===== src/rtl/sf_pkg.sv =====
// Shared constants, slen tables and FSM state type for the Layer III scalefactor packer.
package sf_pkg;

    localparam int unsigned N_SFB_L = 21;
    localparam int unsigned N_SFB_S = 12;
    localparam int unsigned N_WIN   = 3;
    localparam int unsigned N_ITEMS = N_SFB_S * N_WIN;
    localparam int unsigned ITEM_W  = 6;

    localparam int unsigned GRP_END [4] = '{6, 11, 16, 21};

    localparam int unsigned SHORT_SLEN2_SFB = 6;
    localparam int unsigned MIXED_LONG_SFB  = 8;
    localparam int unsigned MIXED_SHORT_SFB = 3;

    localparam logic [2:0] SLEN1_TAB [16] = '{
        3'd0, 3'd0, 3'd0, 3'd0, 3'd3, 3'd1, 3'd1, 3'd1,
        3'd2, 3'd2, 3'd2, 3'd3, 3'd3, 3'd3, 3'd4, 3'd4
    };
    localparam logic [2:0] SLEN2_TAB [16] = '{
        3'd0, 3'd1, 3'd2, 3'd3, 3'd0, 3'd1, 3'd2, 3'd3,
        3'd1, 3'd2, 3'd3, 3'd1, 3'd2, 3'd3, 3'd2, 3'd3
    };

    typedef enum logic [1:0] {
        S_IDLE,
        S_SEND,
        S_DONE
    } sf_state_e;

    function automatic logic [1:0] sfb_group(input int unsigned sfb);
        if (sfb < GRP_END[0]) return 2'd0;
        if (sfb < GRP_END[1]) return 2'd1;
        if (sfb < GRP_END[2]) return 2'd2;
        return 2'd3;
    endfunction

endpackage


===== src/rtl/sf_slen_lut.sv =====
// Maps scalefac_compress to the two scalefactor field widths.
module sf_slen_lut
    import sf_pkg::*;
(
    input  logic [3:0] scalefac_compress,
    output logic [2:0] slen1,
    output logic [2:0] slen2
);

    always_comb begin
        slen1 = SLEN1_TAB[scalefac_compress];
        slen2 = SLEN2_TAB[scalefac_compress];
    end

endmodule


===== src/rtl/sf_packer.sv =====
// Layer III part-2 scalefactor serializer: latches one granule/channel of side info and
// scalefactors, then streams the transmitted values MSB-first on a valid/ready bit port.
module sf_packer
    import sf_pkg::*;
#(
    parameter int unsigned GR = 0,
    parameter int unsigned CH = 0
) (
    input  logic                  clk,
    input  logic                  rst,
    input  logic                  sf_valid,
    input  logic [3:0]            scalefac_compress_in,
    input  logic                  window_switching_flag_in,
    input  logic [1:0]            block_type_in,
    input  logic                  mixed_block_flag_in,
    input  logic [3:0]            scfsi_in,
    input  logic [20:0][3:0]      scalefac_l_in,
    input  logic [11:0][2:0][3:0] scalefac_s_in,
    input  logic                  axior,
    output logic                  axiod,
    output logic                  axiov,
    output logic                  busy,
    output logic                  done,
    output logic [7:0]            part2_length,
    output logic                  sf_overflow
);

    if (GR > 1 || CH > 1) begin : g_param_check
        $error("sf_packer: GR and CH must be 0 or 1");
    end

    sf_state_e state, state_nxt;

    logic [3:0]            lat_compress;
    logic                  lat_wsf;
    logic [1:0]            lat_block_type;
    logic                  lat_mixed;
    logic [3:0]            lat_scfsi;
    logic [20:0][3:0]      lat_l;
    logic [11:0][2:0][3:0] lat_s;

    logic [ITEM_W-1:0] cur_idx;
    logic [1:0]        bit_cnt;
    logic [3:0]        shreg;

    // The item table is fed by the live inputs while idle so the first value and the
    // field length are ready at the latch edge; afterwards it reads the latched copy.
    logic                  idle;
    logic [3:0]            src_compress;
    logic                  src_wsf;
    logic [1:0]            src_block_type;
    logic                  src_mixed;
    logic [3:0]            src_scfsi;
    logic [20:0][3:0]      src_l;
    logic [11:0][2:0][3:0] src_s;

    always_comb begin
        idle           = (state == S_IDLE);
        src_compress   = idle ? scalefac_compress_in     : lat_compress;
        src_wsf        = idle ? window_switching_flag_in : lat_wsf;
        src_block_type = idle ? block_type_in            : lat_block_type;
        src_mixed      = idle ? mixed_block_flag_in      : lat_mixed;
        src_scfsi      = idle ? scfsi_in                 : lat_scfsi;
        src_l          = idle ? scalefac_l_in            : lat_l;
        src_s          = idle ? scalefac_s_in            : lat_s;
    end

    logic [2:0] slen1, slen2;

    sf_slen_lut u_slen_lut (
        .scalefac_compress (src_compress),
        .slen1             (slen1),
        .slen2             (slen2)
    );

    logic       short_mode, mixed_mode;
    logic [3:0] item_val [N_ITEMS];
    logic [2:0] item_len [N_ITEMS];

    always_comb begin
        short_mode = src_wsf && (src_block_type == 2'd2);
        mixed_mode = short_mode && src_mixed;
        for (int unsigned i = 0; i < N_ITEMS; i++) begin
            item_val[i] = '0;
            item_len[i] = '0;
        end
        if (!short_mode) begin
            for (int unsigned sfb = 0; sfb < N_SFB_L; sfb++) begin
                item_val[sfb] = src_l[sfb];
                if (!(GR == 1 && src_scfsi[sfb_group(sfb)]))
                    item_len[sfb] = (sfb_group(sfb) < 2'd2) ? slen1 : slen2;
            end
        end else if (!mixed_mode) begin
            for (int unsigned sfb = 0; sfb < N_SFB_S; sfb++) begin
                for (int unsigned w = 0; w < N_WIN; w++) begin
                    item_val[sfb*N_WIN + w] = src_s[sfb][w];
                    item_len[sfb*N_WIN + w] = (sfb < SHORT_SLEN2_SFB) ? slen1 : slen2;
                end
            end
        end else begin
            for (int unsigned sfb = 0; sfb < MIXED_LONG_SFB; sfb++) begin
                item_val[sfb] = src_l[sfb];
                item_len[sfb] = slen1;
            end
            for (int unsigned sfb = MIXED_SHORT_SFB; sfb < N_SFB_S; sfb++) begin
                for (int unsigned w = 0; w < N_WIN; w++) begin
                    item_val[MIXED_LONG_SFB + (sfb-MIXED_SHORT_SFB)*N_WIN + w] = src_s[sfb][w];
                    item_len[MIXED_LONG_SFB + (sfb-MIXED_SHORT_SFB)*N_WIN + w] =
                        (sfb < SHORT_SLEN2_SFB) ? slen1 : slen2;
                end
            end
        end
    end

    // Zero-width items are skipped in the same cycle, so the stream has no bubbles.
    logic              nxt_found, any_ovf;
    logic [ITEM_W-1:0] nxt_idx;
    logic [7:0]        total_len;
    logic [1:0]        load_cnt;
    logic [3:0]        load_sh;

    always_comb begin
        nxt_found = 1'b0;
        nxt_idx   = '0;
        total_len = '0;
        any_ovf   = 1'b0;
        for (int unsigned i = 0; i < N_ITEMS; i++) begin
            if (!nxt_found && item_len[i] != '0 && (idle || ITEM_W'(i) > cur_idx)) begin
                nxt_found = 1'b1;
                nxt_idx   = ITEM_W'(i);
            end
            total_len = total_len + 8'(item_len[i]);
            if (item_len[i] != '0 && (item_val[i] >> item_len[i]) != '0)
                any_ovf = 1'b1;
        end
        load_cnt = 2'(item_len[nxt_idx] - 3'd1);
        load_sh  = item_val[nxt_idx] << (3'd4 - item_len[nxt_idx]);
    end

    always_ff @(posedge clk or negedge rst) begin
        if (!rst) state <= S_IDLE;
        else      state <= state_nxt;
    end

    always_comb begin
        state_nxt = state;
        case (state)
            S_IDLE: if (sf_valid) state_nxt = nxt_found ? S_SEND : S_DONE;
            S_SEND: if (axior && bit_cnt == '0 && !nxt_found) state_nxt = S_DONE;
            S_DONE: state_nxt = S_IDLE;
            default: state_nxt = S_IDLE;
        endcase
    end

    always_ff @(posedge clk or negedge rst) begin
        if (!rst) begin
            lat_compress   <= '0;
            lat_wsf        <= 1'b0;
            lat_block_type <= '0;
            lat_mixed      <= 1'b0;
            lat_scfsi      <= '0;
            lat_l          <= '0;
            lat_s          <= '0;
            cur_idx        <= '0;
            bit_cnt        <= '0;
            shreg          <= '0;
            part2_length   <= '0;
            sf_overflow    <= 1'b0;
        end else if (state == S_IDLE) begin
            if (sf_valid) begin
                lat_compress   <= scalefac_compress_in;
                lat_wsf        <= window_switching_flag_in;
                lat_block_type <= block_type_in;
                lat_mixed      <= mixed_block_flag_in;
                lat_scfsi      <= scfsi_in;
                lat_l          <= scalefac_l_in;
                lat_s          <= scalefac_s_in;
                part2_length   <= total_len;
                sf_overflow    <= any_ovf;
                cur_idx        <= nxt_idx;
                bit_cnt        <= load_cnt;
                shreg          <= load_sh;
            end
        end else if (state == S_SEND && axior) begin
            if (bit_cnt != '0) begin
                shreg   <= {shreg[2:0], 1'b0};
                bit_cnt <= bit_cnt - 2'd1;
            end else if (nxt_found) begin
                cur_idx <= nxt_idx;
                bit_cnt <= load_cnt;
                shreg   <= load_sh;
            end
        end
    end

    always_comb begin
        axiov = (state == S_SEND);
        axiod = axiov & shreg[3];
        busy  = (state != S_IDLE);
        done  = (state == S_DONE);
    end

endmodule


===== config.mk =====
export PLATFORM = sky130hd
export DESIGN_NAME = sf_packer
export DESIGN_NICKNAME = d
export VERILOG_FILES = /design/src/rtl/sf_pkg.sv /design/src/rtl/sf_slen_lut.sv /design/src/rtl/sf_packer.sv
export SDC_FILE = /design/constraint.sdc
export NUM_CORES = 1
export LEC_CHECK = 0
export ABC_CLOCK_PERIOD_IN_PS = 13940
export CORE_ASPECT_RATIO = 1.25
export CORE_MARGIN = 5
export CORE_UTILIZATION = 55
export DETAILED_ROUTE_END_ITERATION = 10
export PLACE_DENSITY = 0.87
export SYNTH_ARGS = -nofsm -noshare
export SYNTH_HDL_FRONTEND = slang
export SYNTH_HIERARCHICAL = 1
export SYNTH_SLANG_ARGS = --single-unit

===== constraint.sdc =====
create_clock -name clk -period 13.94 [get_ports clk]
set_input_delay 2.091 -clock clk [delete_from_list [all_inputs] [get_ports clk]]
set_output_delay 2.091 -clock clk [all_outputs]
set_load 0.03 [all_outputs]

After elaboration in Yosys (flattened, before gate mapping)
Memory sizes are Yosys's and may differ from the RTL's.
Cells that the tools add are included.
Operators by class
  $add $sub $neg: 38
  multiplexer cells: 168
  shift-type cells: 37
  magnitude comparators: 41
  bitwise logic cells: 3
  eq/ne operators: 6
  reduce and logical (&&, ||, !) cells: 267
Operators with widths (number)
  8-bit by 3-bit adder with 8-bit output: 30
  6-bit 2-to-1 mux: 39
  84-bit 2-to-1 mux: 2
  144-bit 2-to-1 mux: 1
  4-bit nonzero test: 36
  4-bit by 3-bit right shift with 4-bit output: 36
  140-bit 2-to-1 mux: 1
  1-bit logical AND: 112
  3-bit nonzero test: 37
  5-bit by 6-bit > comparator with 1-bit output, first input constant: 16
  1-bit 2-to-1 mux: 84
  63-bit 2-to-1 mux: 1
  60-bit 2-to-1 mux: 1
  54-bit 2-to-1 mux: 1
  4-bit by 6-bit > comparator with 1-bit output, first input constant: 8
  45-bit 2-to-1 mux: 1
  1-bit logical NOT: 36
  1-bit logical OR: 36
  4-bit 2-to-1 mux: 9
  2-bit 2-to-1 mux: 15
  3-bit 2-to-1 mux: 10
  4-bit binary-select mux with 6-bit select: 1
  3-bit by 6-bit > comparator with 1-bit output, first input constant: 4
  6-bit > comparator, first input constant: 4
  27 further kinds: 39
Word-level totals
  input bits: 244
  memories kept: 2
  output and inout bits: 13
  flip-flop bits (word level): 259
  logic and storage cells: 629
  bits in read-only memories: 96
Memory list
  (name not given): words 16, bits a word 3, rd ports 1, clocked after Yosys merged registers in 0, write ports 0, RTL line sf_slen_lut.sv:12  | slen2 = SLEN2_TAB[scalefac_compress];
  (name not given): words 16, bits a word 3, rd ports 1, clocked after Yosys merged registers in 0, write ports 0, RTL line sf_slen_lut.sv:11  | slen1 = SLEN1_TAB[scalefac_compress];

Logic depth before layout (Yosys ltp)
Gate-level depths: netlist (run 1).
  depth in word-level cells: 170
  depth in mapped cells: 37
  gate-level depth less buffers: 28

Hierarchy
Netlist (run 1), hierarchy kept.
By module, submodules not included
  sf_packer: area each 18800.5 µm², times used 1, cells an instance 2294, seq. area each 6481.2 µm²
  sf_slen_lut: area each 108.9 µm², times used 1, cells an instance 16, seq. area each 0.0 µm²

Worst setup path after synthesis (run 1)
OpenSTA, ideal clock, no wires.
  path type: register to register
  from: register state[1]
  to: register part2_length[7]
  path slack: 6691 ps
  buffers on the path: 8
  required time: 13805 ps
  library setup time: 135 ps
  period minus slack after synthesis: 7249 ps
  cell stages (with the launch flop): 32
  arrival time: 7114 ps
  cells stage by stage: dfrtp_1 nor2_8 inv_2 buf_2 buf_2 buf_4 buf_2 buf_2 buf_2 buf_2 nand2_1 nand2_1 inv_1 ha_1 o21ai_0 o21ai_0 clkbuf_1 inv_1 nor2_1 a21oi_1 fa_1 inv_1 fa_1 fa_1 fa_1 ha_1 a21o_1 a21o_1 a21o_1 a21oi_1 xor2_1 o21ai_0
Between the ends
  longest elaborated chain between the ends: 43
  elaborated cells between the ends (all ways): 58
  those cells by class: add/sub (35); eq/ne (1); mux (15); bitwise (1); reduce/logical (4); memory (2)
Ends and longest elaborated chain
  start, declared: RTL line sf_packer.sv:32  | sf_state_e state, state_nxt;
  start signal, assigned: RTL line sf_packer.sv:142  | else state <= state_nxt;
  2-bit logical NOT *: RTL line sf_packer.sv:58  | idle = (state == S_IDLE);
  4-bit 2-to-1 mux *: RTL line sf_packer.sv:59  | src_compress = idle ? scalefac_compress_in : lat_compress;
  via src_compress[0]: RTL line sf_packer.sv:49  | logic [3:0] src_compress;
  4-bit NOT with 5-bit output (not written as such) *: RTL line sf_slen_lut.sv:12
  memory read 16 x 3 bit *
  3-bit 2-to-1 mux (not written as such) * (2 in series): RTL line sf_slen_lut.sv:12
  via slen2[1]: RTL line sf_packer.sv:68  | logic [2:0] slen1, slen2;
  3-bit 2-to-1 mux: RTL line sf_packer.sv:91  | item_len[sfb] = (sfb_group(sfb) < 2'd2) ? slen1 : slen2;
  63-bit 2-to-1 mux: RTL line sf_packer.sv:87  | if (!short_mode) begin
  3-bit by 3-bit adder with 4-bit output: RTL line sf_packer.sv:132  | total_len = total_len + 8'(item_len[i]);
  4-bit by 3-bit adder with 5-bit output: RTL line sf_packer.sv:132
  5-bit by 3-bit adder with 6-bit output: RTL line sf_packer.sv:132
  6-bit by 3-bit adder with 7-bit output: RTL line sf_packer.sv:132
  7-bit by 3-bit adder with 8-bit output: RTL line sf_packer.sv:132
  8-bit by 3-bit adder with 8-bit output (29 in series): RTL line sf_packer.sv:132
  8-bit by 3-bit adder with 8-bit output *: RTL line sf_packer.sv:132
  end signal, assigned: RTL line sf_packer.sv:178  | part2_length <= total_len;
  end, declared: RTL line sf_packer.sv:24  | output logic [7:0] part2_length,
The timed path passes the listed nets; every way through them passes the cells marked *. The select of a mux whose other input is x is not followed.
A chain may end at the register's enable or synchronous reset.

Worst setup path after layout (run 1)
  from: input scalefac_compress_in[0]
  to: register shreg[3]
Between the ends
  longest elaborated chain between the ends: 160
  elaborated cells between the ends (all ways): 244
  those cells by class: add/sub (1); shift (1); mux (94); bitwise (2); reduce/logical (144); memory (2)
Ends and longest elaborated chain
  start, declared: RTL line sf_packer.sv:12  | input logic [3:0] scalefac_compress_in,
  4-bit 2-to-1 mux *: RTL line sf_packer.sv:59
  via src_compress[0]: RTL line sf_packer.sv:49
  4-bit NOT with 5-bit output (not written as such) *: RTL line sf_slen_lut.sv:12
  memory read 16 x 3 bit *
  3-bit 2-to-1 mux (not written as such) * (2 in series): RTL line sf_slen_lut.sv:12
  via slen2[1]: RTL line sf_packer.sv:68
  3-bit 2-to-1 mux: RTL line sf_packer.sv:91
  63-bit 2-to-1 mux: RTL line sf_packer.sv:87
  (+144 left out)
  3-bit binary-select mux with 6-bit select: RTL line sf_packer.sv:137  | load_sh = item_val[nxt_idx] << (3'd4 - item_len[nxt_idx]);
  3-bit 2-to-1 mux (not written as such) (2 in series): RTL line sf_packer.sv:137
  3-bit subtractor: RTL line sf_packer.sv:137
  4-bit by 3-bit << shifter with 4-bit output: RTL line sf_packer.sv:137
  4-bit 2-to-1 mux: RTL line sf_packer.sv:188  | end else if (nxt_found) begin
  4-bit 2-to-1 mux: RTL line sf_packer.sv:185  | if (bit_cnt != '0) begin
  4-bit 2-to-1 mux: RTL line sf_packer.sv:184  | end else if (state == S_SEND && axior) begin
  4-bit 2-to-1 mux: RTL line sf_packer.sv:169  | end else if (state == S_IDLE) begin
  end signal, assigned: RTL line sf_packer.sv:182  | shreg <= load_sh;
  end signal, assigned: RTL line sf_packer.sv:186  | shreg <= {shreg[2:0], 1'b0};
  end signal, assigned: RTL line sf_packer.sv:191  | shreg <= load_sh;
  end, declared: RTL line sf_packer.sv:44  | logic [3:0] shreg;
Marked as above.

==> run metrics, run 1 <==
Via Count=18918; PortBufs=252; Slew headroom=0.200; FP Rows=76; clock skew=0.0363 ns; worst-skew pair later-pin latency=0.58 ns; drt via density=6.49; Mapped Avg Cell Area=8.19 um^2; Ports=257; initial antenna violation count=7; DRT iter0 DRCs=2193; Worst path slowest cell=nand3_1; Synth Cell Area=18900 um^2; worst hold slack=0.472 ns; Synth top area share=0.343; CTS Hold Buffers Added=0; Placed Area=21600 um^2; clock slew at reported path FFs=0.06 ns; most frequent cells in the layout=nand2_1, dfrtp_1, clkdlybuf4s50_1; area delta synth->final=18.8%; Synth area leaders=dfrtp_1, nand2_1, mux4_2; Final Instance Area=22500 um^2; H-tree levels=1; highest clock rate=0.115 GHz; core region area=34200 um^2; pin count of the biggest net entering global routing=179; outcome=finished, final reports clean; initial core utilization=0.552; post-CTS setup buffer count=0; Die X=176 um; crit path time final=8.69 ns; Reg area=6480 um^2; vias in the first global route=18667; first-pass detailed-route iteration total=8; #FFs+latches synth=259; RSZ-0062 raised after global routing=no; Seq/Total Area, Yosys=0.343; die area=38200 um^2; grt total ovfl=0; critical-path cell list=clkdlybuf4s50_1, nand2_1, nand2_1, inv_1, ha_1, o21ai_0, o21ai_0, buf_4, nor3_1, nor2_1, mux2_2, a221oi_1, o211a_2, nand3_1, a21oi_1, a22oi_1, o211ai_2, inv_1, ha_1, a311o_1, nor4_1, o211ai_1, o2111ai_1, and3_1; Fill cells=2682; syn nets=2601; Worst EP arrival=9.21 ns; worst path buffer plus inverter count=4; Crit path max-delay family=compound AO/OA/AOI/OAI gates; most common cell after layout, fill and taps aside=nand2_1; Post-Syn Instances=2310; drt drc=0; Max-cap violations=0; layout cells sized above 1=0.0979; CP required=14.46 ns; Worst setup SP type=input port; global-route wire length before repair=105 mm; reg-to-reg setup timing slack=5.75 ns; Synth cell types=97; Min-Delay Path Class=register to register; clock sinks=259; EDFF count, synth=0; Final Slew Violations=0; Primary FF master, synth=dfrtp_1; Crit Path Class=input port to register; CTS Buffer Depth=3; routability cong.=1.01; drt total wl=67.6 mm; gr usage total=0.348; mean routed wirelength per cell=23.2 um; CP Capture Type=register; cts repair resizes=0; fraction of registers with async set or reset after synthesis=1.00; TritonCTS buffer count=28; worst-path fanout max=15; Die Ht=217 um; area of the multi-input gates=11700 um^2; post-synth top area cell=dfrtp_1; NumNets Final=2758; clock tree root buffer cell=clkbuf_16; Post-DP HPWL=47.9 mm; final worst-path cycle share=0.623; CTS tree=built; final sum of negative setup slack=0 ns; Ys Warns=6; final setup fails=0; antenna-violating nets left=0; final hold vios=0; Slew @ Worst Pin=1.19 ns; CP max stage delay=0.82 ns
-- metal layers --
layer | track usage | wire length (um) | up-vias
li1 | - | - | 8328
met1 | 0.452 | 24800 | 9158
met2 | 0.574 | 32400 | 1174
met3 | 0.0568 | 6500 | 256
met4 | 0.164 | 3850 | 2
met5 | 0 | 20 | -
-- worst paths after layout --
check | start | end | cells past startpoint
worst max-delay path | scalefac_compress_in[0] | shreg[3]$_DFFE_PN0P_ | 24
worst min-delay path | lat_s[31]$_DFFE_PN0P_ | lat_s[31]$_DFFE_PN0P_ | 2
worst max register to register | state[1]$_DFFE_PN0P_ | shreg[3]$_DFFE_PN0P_ | 25
worst min register to register | lat_s[31]$_DFFE_PN0P_ | lat_s[31]$_DFFE_PN0P_ | 2
max in group asynchronous | rst | lat_s[112]$_DFFE_PN0P_ | 2
min in group asynchronous | rst | lat_s[21]$_DFFE_PN0P_ | 1
-- synth_stat cells (10+ instances only) --
library cell,number
nand3_1,23
inv_1,36
buf_2,30
o21ai_0,47
ha_1,20
mux2_2,47
mux4_2,77
or3_1,11
a21o_1,10
nand2_1,969
nor3_1,41
dfrtp_1,259
nand4_1,12
mux2i_1,83
and3_1,10
a31oi_1,29
a21oi_1,83
fa_1,27
nor2_1,100
clkbuf_1,98
buf_1,14
o22ai_1,22
nor4_1,26
a211oi_1,21
-- registers in the layout (all words and copies together), names as in the netlist --
signal / count
lat_s: 144
lat_mixed: 1
lat_block_type: 2
part2_length: 8
lat_compress: 4
shreg: 4
lat_wsf: 1
lat_l: 84
cur_idx: 6
bit_cnt: 2
sf_overflow: 1
state: 2
-- worst reg2reg max path, cell delays in order, from the launching register on --
cell and delay, ns:
dfrtp_1 0.56, nor2_8 0.52, inv_6 0.36, nand2_1 0.17, nand2_1 0.12, inv_1 0.12
ha_1 0.24, o21ai_0 0.15, o21ai_0 0.11, buf_4 0.23, nor3_1 0.36, nor2_1 0.10
mux2_2 0.37, a221oi_1 0.50, o211a_2 0.64, nand3_1 0.82, a21oi_1 0.37, a22oi_1 0.12
o211ai_2 0.39, inv_1 0.20, ha_1 0.40, a311o_1 0.29, nor4_1 0.41, o211ai_1 0.24
o2111ai_1 0.17, and3_1 0.18
-- logic make-up after synthesis --
| family | share of synthesized area |
|---|---|
| other cells | 0.000198 |
| compound gates | 0.131 |
| xor+xnor | 0.00278 |
| buf+inv | 0.0431 |
| fa+ha+maj | 0.0418 |
| mux | 0.167 |
| simple gates | 0.271 |
| flops | 0.343 |
-- stage by stage --
stage | util | instances | setup WS (ns)
finish | 0.656 | 2916 | 5.25
global route | 0.656 | 2916 | 4.99
CTS | 0.656 | 2910 | 5.55
detailed placement | 0.630 | 2866 | 4.99
global placement | 0.630 | 2866 | 5.04
floorplan | - | 2310 | 6.69
-- area by class of cell --
type / count / share of cell area
Antenna cell: 6 / 0.000668
Multi-Input combinational cell: 1860 / 0.519
Sequential cell: 259 / 0.288
Clock buffer: 37 / 0.0354
Inverter: 37 / 0.00640
Clock inverter: 7 / 0.00356
Timing Repair Buffer: 281 / 0.123
Tap cell: 429 / 0.0239
Power of run 1 is not shown: default switching activity piles up to over one toggle a cycle in this logic, so the estimate is an artifact.
==> run 2: changes to the inputs <==
- ABC_CLOCK_PERIOD_IN_PS: 13940 -> 8700
- clock period: 13.94 -> 8.7 ns (I/O delays scaled with it)
==> run 2 against run 1 <==
Setup slack got worse by 3.6 ns. Flip-flop and latch count is the same. Utilization increased by 0.24 points. First-iteration DRC count is 3.8% higher. Cell count rose by 0.72%. Critical endpoint unchanged.
==> run metrics, run 2 (synthesized netlist as in run 1, its figures left out) <==
highest clock rate=0.142 GHz; first-pass detailed-route iteration total=7 (-1); area delta synth->final=19.2%; RSZ-0062 raised after global routing=no; Final Instance Area=22500 um^2 (+0.37%); clock slew at reported path FFs=0.06 ns (about the same); final worst-path cycle share=0.810; Placed Area=21700 um^2 (+0.43%); final hold vios=0 (unchanged); CTS Buffer Depth=3 (unchanged); Worst setup SP type=input port; drt via density=6.43 (-0.84%); final setup fails=0 (unchanged); worst-skew pair later-pin latency=0.57 ns (about the same); Slew headroom=0.214 (+0.0145); cts repair resizes=0 (unchanged); top flop regs=lat_s (144), lat_l (84), part2_length (8); Ports=257 (unchanged); Die Ht=217 um (unchanged); CP required=9.20 ns (-5.26 ns); most common cell after layout, fill and taps aside=nand2_1; DRT iter0 DRCs=2276 (+3.8%); final sum of negative setup slack=0 ns (unchanged); pin count of the biggest net entering global routing=181 (+1.1%); Non-Filler Instances=2937 (+0.72%); Min-Delay Path Class=register to register; Worst path slowest cell=o31ai_1; vias in the first global route=18682 (+0.080%); initial antenna violation count=7 (unchanged); routability cong.=1.01 (about the same); Worst Hold Depth=2 (unchanged); core region area=34200 um^2 (unchanged); Final Slew Violations=0 (unchanged); CTS Hold Buffers Added=0 (unchanged); Via Count=18895 (-0.12%); post-CTS setup buffer count=0 (unchanged); Biggest register=lat_s; outcome=finished, final reports clean; Post-DP HPWL=48.2 mm (+0.51%); crit path time final=7.05 ns; TritonCTS buffer count=27 (-3.6%); CP max stage delay=0.59 ns (-0.23 ns); antenna-violating nets left=0 (unchanged); Slew @ Worst Pin=1.15 ns (-0.0443 ns); clock skew=0.0349 ns (-0.00133 ns); PortBufs=252 (unchanged); gr usage total=0.344 (-0.00409); Crit Path Class=input port to register; mean routed wirelength per cell=22.9 um (-1.1%); layout cells sized above 1=0.104 (+0.00606); Die X=176 um (unchanged); drt drc=0 (unchanged); H-tree levels=1 (unchanged); max FFs per register=144 (unchanged); dpl cells=2879 (+0.45%); grt total ovfl=0 (unchanged); global-route wire length before repair=105 mm (-0.89%); most frequent cells in the layout=nand2_1, dfrtp_1, clkdlybuf4s50_1; Worst Reg-to-Reg Cells=27 (+8.0%); Worst EP arrival=7.55 ns (-1.66 ns); die area=38200 um^2 (unchanged); Max-cap violations=0 (unchanged); initial core utilization=0.552 (unchanged); worst-path fanout max=14 (-1); clock sinks=259 (unchanged); NumNets Final=2770 (+0.44%); CP Capture Type=register; CTS tree=built; clock tree root buffer cell=clkbuf_16; drt total wl=67.3 mm (-0.40%); Fill cells=2687 (+0.19%); FP Rows=76 (unchanged)
## run 2: cell count changes in the layout (fill, tap and decap cells not counted), sizes merged
cell / delta
buf: +13
clkbuf: -2
clkinv: +6
clkinvlp: -1
diode: +2
inv: +3
## run 2: critical path: cells and delay by family
kind                       cells  cell delay (ns)
AOI/OAI and AO/OA             10             2.65
buffers and inverters          5             1.11
muxes                          2             0.53
and+or+nand+nor                6             1.01
adders and majority gates      3             0.94
## run 2: stage by stage
stage          hold WS, ns  setup WS (ns)  utilization
2_1_floorplan        0.440           1.45            -
3_3_place_gp         0.452           1.29        0.633
3_5_place_dp         0.461           1.27        0.633
4_1_cts              0.477           1.84        0.658
5_1_grt              0.497           1.31        0.659
6_report             0.474           1.65        0.659
## run 2: path summary, 6_finish.rpt
kind / from / endpoint / slack [ns]
hold / removal: lat_s[31]$_DFFE_PN0P_ / lat_s[31]$_DFFE_PN0P_ / 0.47
max in group asynchronous: rst / cur_idx[1]$_DFFE_PN0P_ / 6.46
setup / recovery: scalefac_compress_in[0] / shreg[3]$_DFFE_PN0P_ / 1.65
setup reg to reg: state[1]$_DFFE_PN0P_ / shreg[3]$_DFFE_PN0P_ / 1.67
hold reg to reg: lat_s[31]$_DFFE_PN0P_ / lat_s[31]$_DFFE_PN0P_ / 0.47
min in group asynchronous: rst / lat_l[26]$_DFFE_PN0P_ / 0.74
## run 2: area by class of cell
type,count,area [um^2],area share
diodes,8,20.0,0.000888
clock buffers,35,746,0.0331
clock inverters,15,114,0.00505
inverters,37,144,0.00638
multi-input cells,1860,11700,0.517
flip-flops and latches,259,6480,0.287
well taps,429,537,0.0238
repair buffers,294,2850,0.126
## run 2: layer usage
layer	vias up	wire length (um)	GRT usage
li1	8344	-	-
met1	9120	24700	0.441
met2	1154	32200	0.561
met3	275	6320	0.0603
met4	2	4070	0.182
met5	-	19	0
Power of run 2 is left out for the same reason.
